==> config.mk <==
export PLATFORM = sky130hd
export DESIGN_NAME = systolic_tile_sequencer
export DESIGN_NICKNAME = d
export VERILOG_FILES = /design/src/rtl/systolic_tile_sequencer.sv
export SDC_FILE = /design/constraint.sdc
export NUM_CORES = 1
export LEC_CHECK = 0
export CAP_MARGIN = 5
export CORE_MARGIN = 4
export CORE_UTILIZATION = 35
export DETAILED_ROUTE_END_ITERATION = 10
export PLACE_DENSITY = 0.92
export SLEW_MARGIN = 20
export SYNTH_ARGS = -nofsm -noshare
export SYNTH_HDL_FRONTEND = slang
export SYNTH_SLANG_ARGS = --single-unit
==> constraint.sdc <==
create_clock -name clk -period 2.46 [get_ports clk]
set_input_delay 0.369 -clock clk [delete_from_list [all_inputs] [get_ports clk]]
set_output_delay 0.369 -clock clk [all_outputs]
set_load 0.01 [all_outputs]
==> src/rtl/systolic_tile_sequencer.sv <==
// rtl/systolic_tile_sequencer.sv - output-stationary systolic tile sequencer with skewed feeds and per-PE completion map
module systolic_tile_sequencer #(
    parameter int SIZE  = 8,
    parameter int DEPTH = 4
) (
    input  logic                                   clk,
    input  logic                                   rst,
    input  logic                                   start_valid,
    output logic                                   start_ready,
    output logic                                   busy,
    output logic [$clog2(DEPTH+2*SIZE-1)-1:0]      cnt,
    output logic [SIZE-1:0]                        row_feed_en,
    output logic [SIZE-1:0]                        col_feed_en,
    output logic [SIZE*SIZE-1:0]                   pe_first,
    output logic [SIZE*SIZE-1:0]                   pe_done,
    output logic                                   done_valid,
    input  logic                                   done_ready
);

    localparam int CW   = $clog2(DEPTH + 2 * SIZE - 1);
    localparam int LAST = DEPTH + 2 * SIZE - 2;
    localparam logic [CW-1:0] LAST_C = CW'(LAST);
    localparam logic [CW-1:0] ONE_C  = CW'(1);

    typedef enum logic [1:0] {
        S_IDLE = 2'd0,
        S_RUN  = 2'd1,
        S_DONE = 2'd2
    } state_t;

    state_t                 state_q, state_d;
    logic [CW-1:0]          cnt_q, cnt_d;
    logic [SIZE*SIZE-1:0]   pe_done_q, pe_done_d;
    logic                   start_ready_q, start_ready_d;
    logic                   busy_q, busy_d;
    logic                   done_valid_q, done_valid_d;

    // Counter widened to 32 bits so diagonal bounds like r+DEPTH never wrap.
    logic [31:0]            cnt_ext;
    logic [SIZE-1:0]        feed_en;

    assign cnt_ext = 32'(cnt_q);

    // Skewed operand feed window: edge lane r is live for DEPTH cycles starting at cnt=r.
    always_comb begin
        feed_en = '0;
        if (state_q == S_RUN) begin
            for (int r = 0; r < SIZE; r++) begin
                if (cnt_ext >= $unsigned(r) && cnt_ext < $unsigned(r + DEPTH)) begin
                    feed_en[r] = 1'b1;
                end
            end
        end
    end

    // PE(i,j) sees its k=0 operand when the wavefront reaches diagonal i+j.
    always_comb begin
        pe_first = '0;
        if (state_q == S_RUN) begin
            for (int i = 0; i < SIZE; i++) begin
                for (int j = 0; j < SIZE; j++) begin
                    if (cnt_ext == $unsigned(i + j)) begin
                        pe_first[i*SIZE+j] = 1'b1;
                    end
                end
            end
        end
    end

    // Next-state, counter and sticky completion map; status outputs follow the next state.
    always_comb begin
        state_d   = state_q;
        cnt_d     = cnt_q;
        pe_done_d = pe_done_q;
        case (state_q)
            S_IDLE: begin
                cnt_d = '0;
                if (start_valid) begin
                    state_d   = S_RUN;
                    pe_done_d = '0;
                end
            end
            S_RUN: begin
                for (int i = 0; i < SIZE; i++) begin
                    for (int j = 0; j < SIZE; j++) begin
                        if (cnt_ext == $unsigned(i + j + DEPTH - 1)) begin
                            pe_done_d[i*SIZE+j] = 1'b1;
                        end
                    end
                end
                if (cnt_q == LAST_C) begin
                    state_d = S_DONE;
                end else begin
                    cnt_d = cnt_q + ONE_C;
                end
            end
            S_DONE: begin
                if (done_ready) begin
                    state_d = S_IDLE;
                    cnt_d   = '0;
                end
            end
            default: begin
                state_d = S_IDLE;
                cnt_d   = '0;
            end
        endcase
        start_ready_d = (state_d == S_IDLE);
        busy_d        = (state_d != S_IDLE);
        done_valid_d  = (state_d == S_DONE);
    end

    // State, counter, completion map and registered handshake outputs.
    always_ff @(posedge clk) begin
        if (rst) begin
            state_q       <= S_IDLE;
            cnt_q         <= '0;
            pe_done_q     <= '0;
            start_ready_q <= 1'b1;
            busy_q        <= 1'b0;
            done_valid_q  <= 1'b0;
        end else begin
            state_q       <= state_d;
            cnt_q         <= cnt_d;
            pe_done_q     <= pe_done_d;
            start_ready_q <= start_ready_d;
            busy_q        <= busy_d;
            done_valid_q  <= done_valid_d;
        end
    end

    assign start_ready = start_ready_q;
    assign busy        = busy_q;
    assign done_valid  = done_valid_q;
    assign cnt         = cnt_q;
    assign pe_done     = pe_done_q;
    assign row_feed_en = feed_en;
    assign col_feed_en = feed_en;

endmodule

# ---- After elaboration in Yosys (flattened, before gate mapping)
# Cells that the tools add are included.
# Widths: inputs -> output; s select.
dict set report word_totals {
  latchBits 0
  n_memories 0
  ff_bits 74
  rom_bits 0
  output_inout_bits 152
  input_bits 4
  wordCells 154
  ram_bits 0
}
dict set report classes {
  n_mul 0
  order_cmp 16
  bitwise_logic 0
  shifts 0
  muxes 49
  addsub 1
  div_mod_pow 0
  eq_ne 39
  n_reduce_logical 29
}
# op n
set ops {}
lappend ops {{$mux 64} 2}
lappend ops {{$pmux 64 s2} 1}
lappend ops {{$reduce_and 3->1} 15}
lappend ops {{$eq 5x4->1 const B} 8}
lappend ops {{$mux 1} 38}
lappend ops {{$logic_not 32->1} 1}
lappend ops {{$ne 2x1->1 const B} 15}
lappend ops {{$eq 5x3->1 const B} 4}
lappend ops {{$ge 5x3->1 const B} 4}
lappend ops {{$lt 5x3->1 const B} 4}
lappend ops {{$lt 5x4->1 const B} 4}
lappend ops {{$eq 5x5->1 const B} 3}
lappend ops {{$eq 5x2->1 const B} 2}
lappend ops {{$ge 5x1->1 const B} 2}
lappend ops {{$ge 5x2->1 const B} 2}
lappend ops {{$mux 5} 2}
lappend ops {{$pmux 5 s2} 1}
lappend ops {{$logic_and 1x1->1} 8}
lappend ops {{$mux 8} 1}
lappend ops {{$mux 2} 3}
lappend ops {{$ne 2x2->1 const B} 3}
lappend ops {{$pmux 2 s3} 1}
lappend ops {{$add 5x1->5 const B} 1}
lappend ops {{$eq 5x1->1 const B} 1}
lappend ops {{5 further kinds} 8}

# ---- Longest topological paths before layout
# Gate-level depths: netlist (run 1).
dict set report logic_depth {
  ltp_word 4
  mapped_depth 7
  ltp_nobuf 6
}

# ---- Least setup slack after synthesis (run 1)
# No wires, ideal clock.
dict set report synth_path {
  path_type {register -> output}
  from {reg cnt_q[1] (netlist: cnt[1])}
  to {out row_feed_en[5]}
  t_arrival_ns 1.832
  path_stages_with_launch 8
  required_ns 2.091
  n_path_buf 2
  path_slack_ns 0.259
  path_cell_list {dfxtp_1 > clkbuf_1 > inv_1 > ha_1 > or3_1 > a21oi_1 > nor3_1 > buf_4}
}
dict set report synth_between {
  elab_chain_cells 4
  word_cells_on_any_way 5
  classes_between {2 x order compare; 2 x mux; 1 x reduce/logical}
}
# item line_no
set synth_lines {}
lappend synth_lines {{from (decl)} 32} ;# logic [CW-1:0] cnt_q, cnt_d;
lappend synth_lines {{from (signal assigned)} 124} ;# cnt_q <= cnt_d;
lappend synth_lines {{$ge 5x3->1 or $lt 5x4->1 (tied branches)} 49} ;# if (cnt_ext >= $unsigned(r) && cnt_ext < $unsigned(r + DEPTH)) begin
lappend synth_lines {{$logic_and 1x1->1 (*)} 49}
lappend synth_lines {{$mux 1 (*)} 49}
lappend synth_lines {{$mux 8 (*)} 47} ;# if (state_q == S_RUN) begin
lappend synth_lines {{to (decl)} 12} ;# output logic [SIZE-1:0] row_feed_en,
# Mark *: on every way between the ends. The rest lies on a longest branch, timed or not.

# ---- Final worst setup path (run 1)
dict set report layout_path {
  from {reg cnt_q[1] (netlist: cnt[1])}
  to {out col_feed_en[2]}
}
dict set report layout_between {
  elab_chain_cells 4
  word_cells_on_any_way 5
  classes_between {2 x order compare; 2 x mux; 1 x reduce/logical}
}
# item line_no
set layout_lines {}
lappend layout_lines {{$ge 5x2->1 or $lt 5x3->1 (tied branches)} 49}
lappend layout_lines {{$logic_and 1x1->1 (*)} 49}
lappend layout_lines {{$mux 1 (*)} 49}
lappend layout_lines {{$mux 8 (*)} 47}
lappend layout_lines {{to (decl)} 13} ;# output logic [SIZE-1:0] col_feed_en,
# Marks and branches as above.

==> summary.md, run 1 <==
| Metric | Value |
|---|---|
| Post-synthesis sequential area ratio | 23.3% |
| Power Density | 243 mW/mm² |
| Status | finished, final reports clean |
| Number of I/O port buffers | 155 |
| Vias/cell | 4.80 |
| Crit share post-route | 96.6% |
| Synthesized area per cell | 7.89 µm² |
| Syn Std Cell Area | 0.00215 mm² |
| Yosys Warn Count | 0 |
| CTS hold repair buffers | 0 |
| Slew @ Worst Pin | 505 ps |
| Area leader, netlist | buf_4 |
| Gr usage total | 14.5% |
| Starting Density | 36.3% |
| RSZ-0062 raised after global routing | true |
| DRT Pass-1 Iters | 4 |
| Net Sw Frac | 24.9% |
| Sequential Power Share | 54.9% |
| R2R depth | 5 |
| Gate Count Post-Synth | 272 |
| Total power | 755 µW |
| Worst EP required | 2090 ps |
| Layout cell share with drive strength beyond 1 | 11.3% |
| Initial antenna violation count | 0 |
| Logic pwr share | 13.0% |
| Worst r2r src | cnt[0] |
| CTS Buf Count | 3 |
| F_max | 0.421 GHz |
| Routability congestion estimate from global placement | 0.860 |
| CTS H-tree depth | 1 |
| Yosys top cell area share | 37.1% |
| Fin crit period | 2380 ps |
| Worst Setup End Kind | output pin |
| Fraction of registers with async set/reset | 0% |
| Int Power | 567 µW |
| VDD IR max | 0.246 mV |
| Flops & latches, synth | 25 |
| P&R area growth vs syn | 44.8% |
| Lkg Pwr | 1.17 nW |
| Reg2Reg Setup Slack | 830 ps |
| Setup TNS Final | 0 ps |
| Final instance area | 0.00311 mm² |
| Relative slew slack | 66.2% |
| Ant diodes | 0 |
| Dpl cell area | 0.00300 mm² |
| Core Util, Final | 52.5% |
| 1st-iter DRT viols | 107 |
| Hold Path Sink | pe_done[63] |
| Slew Viols, Final | 0 |
| Congestion Overflow GR | 0 |
| CTS clock-pin slew for the worst setup and hold paths | 80 ps |
| DRT antenna net count | 0 |
| Total number of vias | 1,893 |
| Crit path max fanout | 12 |
| Layout Skew | 2.37 ps |
| Top cells by area, synth | buf_4 37%, dfxtp_1 23%, a32oi_1 5.7% |
| Die W | 86.3 µm |
| Cell depth of the worst hold path | 2 |
| CTS tree | built |
| I/O pin cnt | 156 |
| Root Buffer | clkbuf_8 |
| Worst skew pair latency | 270 ps |
| Clock Power Share | 32.1% |
| Die H | 86.3 µm |
| NumNets Final | 329 |
| Max-cap viol count | 0 |
| DRC | 0 |
| WL final | 5.80 mm |
| Vias in the first global route | 1,686 |
| DP Wirelength | 4.71 mm |
| Longest Clk Path Bufs | 2 |
| Global-route wire length before repair | 8.87 mm |
| Post-synth EDFFs | 0 |
| Critical hold path startpoint | pe_done[63] |
| Cell variety after synth | 35 |
| Final setup viols | 0 |
| Worst EP arrival | 2010 ps |
| Row count | 28 |
| Pin count of the biggest net entering global routing | 18 |
| Sw power | 188 µW |
| Core area | 0.00592 mm² |
| Hold WC Path Type | flip-flop to flip-flop |
| Reg2reg end | cnt[1] |
| Kind of critical path | flip-flop to output pin |
| Post-Syn Nets | 281 |
| Fin. Hold Viols | 0 |
| Startpoint Class | flip-flop |
| Die ar. | 0.00745 mm² |
| Primary FF master, synth | dfxtp_1 |
| Clk sinks | 25 |
| Average wire per standard cell | 14.7 µm |
## cell usage in the layout, fill, tap and decap left out, drive strengths merged
master           n
a21oi            8
or3b             2
and3            11
nand3            2
a311oi           1
o31ai            1
clkinv           1
a211oi           3
inv              8
or3              1
nor3             7
dlymetal6s2s     2
a32oi           14
clkbuf           3
o2111ai          1
a2bb2oi          1
nor2b            5
nor3b            4
ha               5
dfxtp           25
nand3b           2
nor2            27
a22oi            2
clkdlybuf4s50  153
buf             12
nor4b            1
nand2            5
mux2i            1
o21bai           1
o21ai            3
nand2b           2
and3b            2
a21o             2
o211ai           1
## worst max-delay path by stage
stage                    start             end  slack, ps  depth (start not counted)
global route        state_q[0]    pe_first[20]        -20                          4
global placement    state_q[0]    pe_first[43]        260                          4
CTS                     cnt[1]  row_feed_en[5]         10                          6
detailed placement  state_q[0]    pe_first[36]        160                          4
finish                  cnt[1]  col_feed_en[2]         80                          5
floorplan               cnt[1]  row_feed_en[5]        260                          7
## metal layers
| metal | part of all wire [%] | track usage, % | wire length, µm |
|---|---|---|---|
| met1 | 39 | 17.7 | 2240 |
| met5 | 0 | 0 | 0 |
| met4 | 0.43 | 1.84 | 25 |
| met2 | 51 | 26.1 | 2970 |
| met3 | 9.6 | 3.80 | 558 |
## power groups by stage
stage	logic (mW)	registers (mW)	clock network, mW
2_1_floorplan	0.0598	0.423	0
3_3_place_gp	0.0946	0.423	0
3_5_place_dp	0.0957	0.424	0
4_1_cts	0.0969	0.414	0.250
5_1_grt	0.107	0.415	0.266
6_report	0.0985	0.414	0.242
## cell type report
type | count | area [µm²]
clock buffer | 3 | 41.3
clock inverter | 1 | 5.00
fill | 541 | 2810
inverter | 8 | 30.0
multi-input combinational | 115 | 787
sequential | 25 | 505
tap | 75 | 93.8
timing repair buffer | 167 | 1650
## what timing repair did
action / CTS / global route
gates cloned: 0 / 0
buffers inserted: 0 / 0
setup endpoints to repair: 46 / 50
resized for setup: 6 / 18
## stage by stage
step	setup slack, ps	cells	hold slack, ps
final	84.6	394	498
after detailed placement	160	390	480
after CTS	11.0	394	502
after global placement	259	390	470
after floorplan	259	272	520
after global routing	-16.3	394	541
## flip-flops by register name, indices dropped and copies added (netlist names)
register,flops
done_valid,1
busy,1
start_ready,1
pe_done,15
cnt,5
state_q,2
## cells by family (layout without fill, tap and decap cells)
| logic type | count (synthesis) | after routing | synth area share [%] |
|---|---|---|---|
| AO/OA/AOI/OAI | 38 | 38 | 13.0 |
| adder cells (fa/ha/maj) | 5 | 5 | 2.91 |
| buffers and inverters | 132 | 179 | 42.7 |
| flip-flops | 25 | 25 | 23.3 |
| multiplexers | 1 | 1 | 0.466 |
| AND/OR/NAND/NOR | 71 | 71 | 17.6 |
## cell usage after synthesis (3+ instances only)
cell type and n:
buf_4 106, and3_1 11, nor3_1 7, nor2b_1 5
dfxtp_1 25, nor2_1 27, a21oi_1 8, inv_1 8
a32oi_1 14, nor3b_1 3, a211oi_1 3, nand2_1 5
o21ai_0 3, ha_1 5, clkbuf_1 8, buf_2 7
## worst max-delay path, stage by stage, from the launching register on
cell and delay [ps]:
dfxtp_2 370, buf_4 190, ha_2 260, nor3_1 60
a211oi_1 250, clkdlybuf4s50_1 610
(Power assumes the default switching activity.)
==> inputs of run 2 (changes only) <==
CORE_UTILIZATION = 34   (was 35)
PLACE_DENSITY = 0.9   (was 0.92)
TNS_END_PERCENT = 100   (was unset)
==> run 2 against run 1 <==
Combinational power down 1%. Hold slack got worse by 1.0 ps. First-iteration DRC count unchanged. Largest power group unchanged. Critical path depth did not move. Flip-flop and latch count is the same. Wire length up 4.7%. Clock-buffer cell count is the same. Die area is 2.7% higher. Clock skew is 1.0 ps lower.
==> summary.md, run 2 (same netlist as run 1, synthesis figures left out) <==
| Metric | Value |
|---|---|
| WP depth | 5 (unchanged) |
| DP Wirelength | 4.90 mm (was 4.71 mm) |
| Kind of critical path | flip-flop to output pin (unchanged) |
| Worst EP required | 2090 ps (about the same) |
| Largest stage delay on the critical path | 610 ps (about the same) |
| Slew @ Worst Pin | 577 ps (was 505 ps) |
| VDD IR max | 0.233 mV (was 0.246 mV) |
| R2R depth | 5 (unchanged) |
| CTS H-tree depth | 1 (unchanged) |
| DRT Pass-1 Iters | 4 (unchanged) |
| Largest delay share family, worst path | buffers and inverters (unchanged) |
| WP buf/inv | 3 (was 2) |
| Die ar. | 0.00765 mm² (was 0.00745 mm²) |
| Global route hottest layer | met2 (unchanged) |
| Status | finished, final reports clean (unchanged) |
| Global-route wire length before repair | 8.99 mm (was 8.87 mm) |
| Vias in the first global route | 1,656 (was 1,686) |
| Met3 Usage GRT | 2.74% (was 3.80%) |
| Final setup viols | 0 (unchanged) |
| Fin crit period | 2380 ps (about the same) |
| P&R area growth vs syn | 44.5% (was 44.8%) |
| Int Power | 567 µW (about the same) |
| WL final | 6.07 mm (was 5.80 mm) |
| CTS clock-pin slew for the worst setup and hold paths | 90 ps (was 80 ps) |
| Layout Skew | 1.34 ps (was 2.37 ps) |
| CTS Buf Count | 3 (unchanged) |
| CP max stage cell | clkdlybuf4s50_1 (unchanged) |
| DRC | 0 (unchanged) |
| Average wire per standard cell | 15.4 µm (was 14.7 µm) |
| Longest Clk Path Bufs | 2 (unchanged) |
| Lkg Pwr | 1.20 nW (was 1.17 nW) |
| Crit share post-route | 96.8% (was 96.6%) |
| Commonest non-fill, non-tap cells in the layout | 151 x clkdlybuf4s50_1, 23 x nor2_1, 22 x dfxtp_1 (was 153 x clkdlybuf4s50_1, 22 x nor2_1, 21 x dfxtp_1) |
| RSZ-0062 raised after global routing | true (unchanged) |
| Met2 GRT Util | 27.4% (was 26.1%) |
| Worst Setup End Kind | output pin (unchanged) |
| Power Density | 247 mW/mm² (was 243 mW/mm²) |
| Number of I/O port buffers | 155 (unchanged) |
| Core area | 0.00603 mm² (was 0.00592 mm²) |
| Ant diodes | 0 (unchanged) |
| Starting Density | 35.6% (was 36.3%) |
| Die W | 87.5 µm (was 86.3 µm) |
| Cell depth of the worst hold path | 2 (unchanged) |
| I/O pin cnt | 156 (unchanged) |
| Net Sw Frac | 26.0% (was 24.9%) |
| Vias/cell | 4.78 (was 4.80) |
| Worst EP arrival | 2010 ps (about the same) |
| Setup TNS Final | 0 ps (unchanged) |
| Routability congestion estimate from global placement | 0.867 (was 0.860) |
| Root Buffer | clkbuf_8 (unchanged) |
| DRT antenna net count | 0 (unchanged) |
| Initial antenna violation count | 0 (unchanged) |
| Logic pwr share | 12.7% (was 13.0%) |
| Startpoint Class | flip-flop (unchanged) |
| Clock Power Share | 33.2% (was 32.1%) |
| NumNets Final | 330 (was 329) |
| Pin count of the biggest net entering global routing | 19 (was 18) |
| Crit path max fanout | 8 (was 12) |
| Layout cell share with drive strength beyond 1 | 10.0% (was 11.3%) |
| Fin. Hold Viols | 0 (unchanged) |
| Hold WC Path Type | flip-flop to flip-flop (unchanged) |
| Sequential Power Share | 54.1% (was 54.9%) |
| Gr usage total | 14.8% (was 14.5%) |
| Sw power | 199 µW (was 188 µW) |
| Max FFs per register | 15 (unchanged) |
| F_max | 0.420 GHz (was 0.421 GHz) |
| Grt met1 use | 17.9% (was 17.7%) |
| Worst-path cell chain | buf_4, inv_1, nand3_1, a211oi_1, clkdlybuf4s50_1 (was buf_4, ha_2, nor3_1, a211oi_1, clkdlybuf4s50_1) |
| Worst skew pair latency | 270 ps (about the same) |
| Total number of vias | 1,890 (was 1,893) |
| Most common cell after layout, fill and taps aside | clkdlybuf4s50_1 (unchanged) |
| Clk sinks | 25 (unchanged) |
| Slew Viols, Final | 0 (unchanged) |
| Fin cells | 395 (was 394) |
| Die H | 87.5 µm (was 86.3 µm) |
| Relative slew slack | 61.5% (was 66.2%) |
| Max-cap viol count | 0 (unchanged) |
| 1st-iter DRT viols | 107 (unchanged) |
| Placed cell count | 391 (was 390) |
| Row count | 28 (unchanged) |
| Congestion Overflow GR | 0 (unchanged) |
| CTS tree | built (unchanged) |
| # fillers | 569 (was 541) |
run 2: stage by stage:
| stage | worst slack (ps) | hold WS [ps] | total power [mW] | util (%) | instance area (µm²) |
|---|---|---|---|---|---|
| 6_report | 78.2 | 497 | 0.766 | 51.5 | 3100 |
| 2_1_floorplan | 259 | 520 | 0.483 | - | 2150 |
| 4_1_cts | 23.4 | 501 | 0.777 | 50.9 | 3060 |
| 5_1_grt | -13.1 | 531 | 0.797 | 51.5 | 3100 |
| 3_5_place_dp | 201 | 479 | 0.520 | 49.8 | 3000 |
| 3_3_place_gp | 266 | 479 | 0.518 | 49.8 | 3000 |
run 2: power by group through the flow:
stage | Combinational (mW) | Sequential, mW | Clock [mW]
floorplan | 0.0598 | 0.423 | 0
global placement | 0.0942 | 0.424 | 0
detailed placement | 0.0954 | 0.424 | 0
CTS | 0.0965 | 0.415 | 0.265
global route | 0.106 | 0.416 | 0.275
finish | 0.0975 | 0.415 | 0.254
run 2: timing repair:
action,CTS,global route
resized for setup,6,14
hold buffers,0,0
buffers inserted,0,0
setup endpoints to repair,38,51
run 2: cell type report:
| type | instances | area, µm² | share of cell area (%) |
|---|---|---|---|
| clock inverter | 1 | 7.51 | 0.242 |
| sequential | 25 | 507 | 16.3 |
| clock buffer | 3 | 41.3 | 1.33 |
| timing repair buffer | 168 | 1660 | 53.5 |
| inverter | 8 | 30.0 | 0.968 |
| multi-input combinational | 115 | 763 | 24.6 |
| tap | 75 | 93.8 | 3.03 |
run 2: final timing paths:
path | from | slack [ps] | to
max | cnt[3] | 80 | row_feed_en[3]
min | pe_done[0] | 500 | pe_done[0]
max reg2reg | cnt[1] | 830 | cnt[1]
min reg2reg | pe_done[0] | 500 | pe_done[0]
run 2: layer usage:
layer | wire (µm) | up-vias
met4 | 28 | 0
met3 | 577 | 4
met2 | 3200 | 109
met1 | 2270 | 871
li1 | - | 906
met5 | 0 | -
run 2: worst reg2reg max path: stages, from the launching register on:
cell	delay, ps
dfxtp_4	380
buf_4	180
ha_2	220
and3b_1	230
a21oi_1	350
mux2i_1	220
